<file path="src/rtl/context_stack.sv">
// context_stack: LIFO of DEPTH 240-bit register-file contexts held as 16-bit words.
// Rev 1.0 - initial release.
`default_nettype none

module context_stack #(
  parameter int DEPTH = 8
) (
  input  logic         clk,
  input  logic         reset_n,
  input  logic         push,
  input  logic         pop,
  input  logic [239:0] fc_save,
  output logic [239:0] fc_restore,
  output logic         restore,
  output logic         busy,
  output logic         full,
  output logic         empty,
  output logic [4:0]   depth,
  output logic         error
);

  localparam int WORDS = 15;
  localparam int AW    = $clog2(DEPTH * WORDS);

  localparam logic [1:0] S_IDLE = 2'd0;
  localparam logic [1:0] S_PUSH = 2'd1;
  localparam logic [1:0] S_POP  = 2'd2;
  localparam logic [1:0] S_ACK  = 2'd3;

  logic [1:0]   state_q, state_d;
  logic [3:0]   cnt_q, cnt_d;
  logic [4:0]   depth_q, depth_d;
  logic [239:0] shadow_q, shadow_d;
  logic [239:0] fc_restore_q, fc_restore_d;
  logic         error_q, error_d;

  logic [15:0]   mem_q [DEPTH*WORDS];
  logic [AW-1:0] wr_addr;
  logic [AW-1:0] rd_addr;
  logic [15:0]   rd_word;
  logic [15:0]   wr_word;

  // Push writes into the slot above the top frame; pop reads the top frame.
  assign wr_addr = AW'(depth_q) * AW'(WORDS) + AW'(cnt_q);
  assign rd_addr = AW'(depth_q - 5'd1) * AW'(WORDS) + AW'(cnt_q);
  assign rd_word = mem_q[rd_addr];
  assign wr_word = shadow_q[{cnt_q, 4'b0000} +: 16];

  always_ff @(posedge clk) begin
    if (state_q == S_PUSH) begin
      mem_q[wr_addr] <= wr_word;
    end
  end

  always_comb begin
    state_d      = state_q;
    cnt_d        = cnt_q;
    depth_d      = depth_q;
    shadow_d     = shadow_q;
    fc_restore_d = fc_restore_q;
    error_d      = error_q;
    case (state_q)
      S_IDLE: begin
        if (push) begin
          if (!full) begin
            shadow_d = fc_save;
            cnt_d    = 4'd0;
            state_d  = S_PUSH;
          end else begin
            error_d = 1'b1;
          end
        end else if (pop) begin
          if (!empty) begin
            cnt_d   = 4'd0;
            state_d = S_POP;
          end else begin
            error_d = 1'b1;
          end
        end
      end
      S_PUSH: begin
        if (cnt_q == 4'd14) begin
          depth_d = depth_q + 5'd1;
          cnt_d   = 4'd0;
          state_d = S_IDLE;
        end else begin
          cnt_d = cnt_q + 4'd1;
        end
      end
      S_POP: begin
        fc_restore_d[{cnt_q, 4'b0000} +: 16] = rd_word;
        if (cnt_q == 4'd14) begin
          depth_d = depth_q - 5'd1;
          cnt_d   = 4'd0;
          state_d = S_ACK;
        end else begin
          cnt_d = cnt_q + 4'd1;
        end
      end
      S_ACK: begin
        state_d = S_IDLE;
      end
      default: begin
        state_d = S_IDLE;
      end
    endcase
  end

  always_ff @(posedge clk or negedge reset_n) begin
    if (!reset_n) begin
      state_q      <= S_IDLE;
      cnt_q        <= 4'd0;
      depth_q      <= 5'd0;
      shadow_q     <= '0;
      fc_restore_q <= '0;
      error_q      <= 1'b0;
    end else begin
      state_q      <= state_d;
      cnt_q        <= cnt_d;
      depth_q      <= depth_d;
      shadow_q     <= shadow_d;
      fc_restore_q <= fc_restore_d;
      error_q      <= error_d;
    end
  end

  assign fc_restore = fc_restore_q;
  assign restore    = (state_q == S_ACK);
  assign busy       = (state_q != S_IDLE);
  assign full       = (depth_q == 5'(DEPTH));
  assign empty      = (depth_q == 5'd0);
  assign depth      = depth_q;
  assign error      = error_q;

endmodule

`default_nettype wire

</file>
<file path="config.mk">
export PLATFORM = sky130hd
export DESIGN_NAME = context_stack
export DESIGN_NICKNAME = d
export VERILOG_FILES = /design/src/rtl/context_stack.sv
export SDC_FILE = /design/constraint.sdc
export NUM_CORES = 2
export LEC_CHECK = 0
export BUFFER_PORTS_ARGS = -buffer_cell sky130_fd_sc_hd__buf_2
export CAP_MARGIN = 10
export CORE_ASPECT_RATIO = 1.5
export CORE_UTILIZATION = 50
export DETAILED_ROUTE_END_ITERATION = 10
export GPL_TIMING_DRIVEN = 1
export PLACE_DENSITY = 0.7
export REMOVE_ABC_BUFFERS = 1
export SLEW_MARGIN = 20
export SYNTH_ARGS = -nofsm -noshare
export SYNTH_HDL_FRONTEND = slang
export SYNTH_SLANG_ARGS = --single-unit
export TNS_END_PERCENT = 20
</file>
<file path="constraint.sdc">
create_clock -name clk -period 8.1 [get_ports clk]
set_input_delay 0.81 -clock clk [delete_from_list [all_inputs] [get_ports clk]]
set_output_delay 0.81 -clock clk [all_outputs]
set_load 0.1 [all_outputs]
</file>
==> results by group <==
Route
  • Via Count: 51400
  • Routed wire length: 250000 um
  • TritonRoute pass-1 iters: 5
  • Initial drt markers: 6140
  • DRC: 0
  • Routed len/inst: 30.1 um
  • Final ANT Viol Nets: 0
  • Routed vias/inst: 6.18

CTS
  • Num CTS Buffers: 214
  • CTS Sinks: 2412
  • Clk Latency, worst-skew pair: 0.86 ns
  • Root Buffer: clkbuf_16
  • Max Buffers Root-to-Sink: 4
  • H-tree Lvls: 4
  • Clock-pin transition on the worst setup and hold timing paths: 0.07 ns
  • CTS tree: yes

Final layout
  • Fin cells: 8307
  • Final instance area: 109000 sq um
  • Synth-to-layout area growth: 14.2%
  • Final net count: 5972
  • Footprint of the multi-input gates: 24200 sq um
  • Sequential standard cell area: 70000 sq um
  • Share of cells above drive strength 1: 32.6%
  • Filler cells: 13700

Min path
  • Hold path depth: 2
  • Min-delay src: fc_save[11]
  • Hold endpoint: shadow_q[11]
  • Hold crit path type: in2reg

Floorplanning
  • Die Y: 537 um
  • Starting density of the core: 50.5%
  • Rows: 195
  • Core ar.: 189000 sq um
  • Ports: 494
  • DIE WIDTH: 358 um
  • Die area: 192000 sq um

Run
  • Maximum capacitance violations: 0

Place
  • Area post-placement: 102000 sq um
  • Buffers added on ports: 493
  • Placed cells: 7913
  • GPL Wtd Cong: 0.932
  • Post-DP HPWL: 163000 um

STA
  • Final setup violation count: 0
  • Relative slew slack: 21.4%
  • Final hold violations: 0
  • Final Slew Violations: 0
  • FMAX: 137 MHz
  • Fin crit share: 89.8%
  • Worst slew pin tran: 1.16 ns
  • RSZ-0062 raised after global routing: false
  • Fin Setup TNS: 0 ns
  • Clock Skew: 0.0534 ns
  • Min Clock Period, post-route: 7.27 ns

Critical path
  • Crit-path cells: inv_1 -> ha_1 -> xnor2_1 -> inv_1 -> xnor2_1 -> fa_1 -> fa_1 -> ha_1 -> xor2_4 -> nor2_4 -> buf_12 -> a22o_1 -> nor4_1 -> a311oi_1 -> mux2i_2 -> o21ai_0
  • Reg2Reg Depth: 16
  • Max incr delay on CP: 0.92 ns
  • Critical path arrival: 7.92 ns
  • Critical-path maximum fanout: 53
  • FF-to-FF End: fc_restore[119]
  • Worst Setup Start Kind: flop
  • CP max stage cell: mux2i_2
  • Worst Path Required: 8.75 ns
  • WS Path Type: reg2reg
  • Setup crit end kind: flop
  • Origin of the critical flop-to-flop path: depth[0]
  • Reg2Reg Setup Slack: 0.83 ns

Yosys
  • Most common cell in the synthesized netlist: edfxtp_1
  • Sequential-to-total area share from yosys stat: 73.4%
  • Library cells used by synthesis: 65
  • Top cell type's share of synthesized area: 60.5%
  • Top cells by count, synth: 1920 x edfxtp_1, 526 x mux4_2, 492 x dfrtp_1
  • Post-synth top flop: edfxtp_1
  • Synth Instances: 5034
  • Area leader, netlist: edfxtp_1
  • Synth area leaders: edfxtp_1 61%, dfrtp_1 13%, mux4_2 12%, mux2_2 3.1%, nand2_1 1.4%
  • Async set-or-reset flop fraction in the synthesized netlist: 20.4%
  • Mapped Area: 95300 sq um
  • Register bit total from synthesis: 2412
  • Yosys warnings: 0
  • Syn avg cell area: 18.9 sq um
  • Number of synthesized flops with an enable pin: 1920

Global route
  • All-Layer GR Usage: 25.9%
  • Largest net degree at the start of global routing: 176
  • First-pass GRT wire length: 362000 um
  • Grt ovf: 0
  • Vias in the first global route: 52200
  • Antenna violations before repair: 10

Outcome
  • Outcome: complete, no violations
## worst max-delay path by stage
stage	startpoint	end	slack, ns	depth (start not counted)
2_1_floorplan	depth[0]	mem_q[74][0]	-16.67	4
3_3_place_gp	depth[0]	fc_restore[40]	0.54	15
3_5_place_dp	depth[0]	fc_restore[216]	0.94	16
4_1_cts	depth[0]	fc_restore[53]	0.76	16
5_1_grt	depth[0]	fc_restore[119]	0.51	15
6_report	depth[0]	fc_restore[119]	0.83	16
## placed cells by master (no fill, tap or decap), types with 40 or more instances in the layout
cell and instances:
mux2i_1 73, a22oi_1 144, clkbuf_16 220, clkinv_1 47
ha_1 41, dfrtp_1 488, mux2_2 259, buf_4 213
nand3_1 75, inv_1 40, edfxtp_1 1920, mux4_2 526
nor2_1 173, nand2_1 361, buf_2 492, o21ai_0 232
## cells by family after synthesis
| group | count (synthesis) | synth area share (%) |
|---|---|---|
| AOI/OAI and AO/OA | 587 | 4.08 |
| xor gates and xnor gates | 32 | 0.317 |
| adders and majority gates | 59 | 0.901 |
| buffers and inverters | 352 | 1.71 |
| DFF | 2412 | 73.4 |
| muxes | 871 | 16.4 |
| and+or+nand+nor | 721 | 3.15 |
## what timing repair did
item | in CTS | in global routing
hold endpoints to repair | 14 | 0
buffers inserted | 0 | 0
hold buffers | 1 | 0
gates resized for setup | 0 | 0
## through the flow
step           hold slack (ns)  setup WS (ns)  util (%)
5_1_grt                  0.168          0.509      57.7
6_report                 0.191          0.827      57.7
2_1_floorplan            0.475         -16.67         -
3_3_place_gp             0.451          0.538      54.0
4_1_cts                  0.145          0.763      57.6
3_5_place_dp             0.465          0.942      54.0
## worst max-delay path, delay by kind of cell, from the launching register on
kind	cells	cell delay, ns
AND/OR/NAND/NOR	2	1.07
buffers and inverters	3	0.65
XOR/XNOR	3	1.19
adder cells (fa/ha/maj)	4	1.90
multiplexers	1	0.92
flip-flops	1	0.59
AO/OA/AOI/OAI	3	0.70
## metal layers
| layer | vias up | share of wire, % | GRT usage, % |
|---|---|---|---|
| met1 | 26900 | 36 | 32.4 |
| met4 | 4 | 5.9 | 13.8 |
| li1 | 21400 | - | - |
| met3 | 500 | 7.7 | 4.01 |
| met5 | - | 0.0092 | 0 |
| met2 | 2513 | 50 | 43.5 |
## flip-flops by register name (all words and copies together), names as in the netlist
name,count
shadow_q,240
cnt_q,4
depth,5
fc_restore,240
state_q,2
mem_q,1920
error,1
## final cells by class
class,instances,share of cell area [%]
antenna,9,0.0207
clock buffer,263,5.26
clock inverter,120,1.05
inverter,44,0.152
multi-input combinational,2270,22.2
sequential,2412,64.3
tap,2462,2.83
timing repair buffer,727,4.13
Power is left out: the tool's default activity adds up to more than one toggle a clock period on the data nets, which glitch-free logic cannot reach.
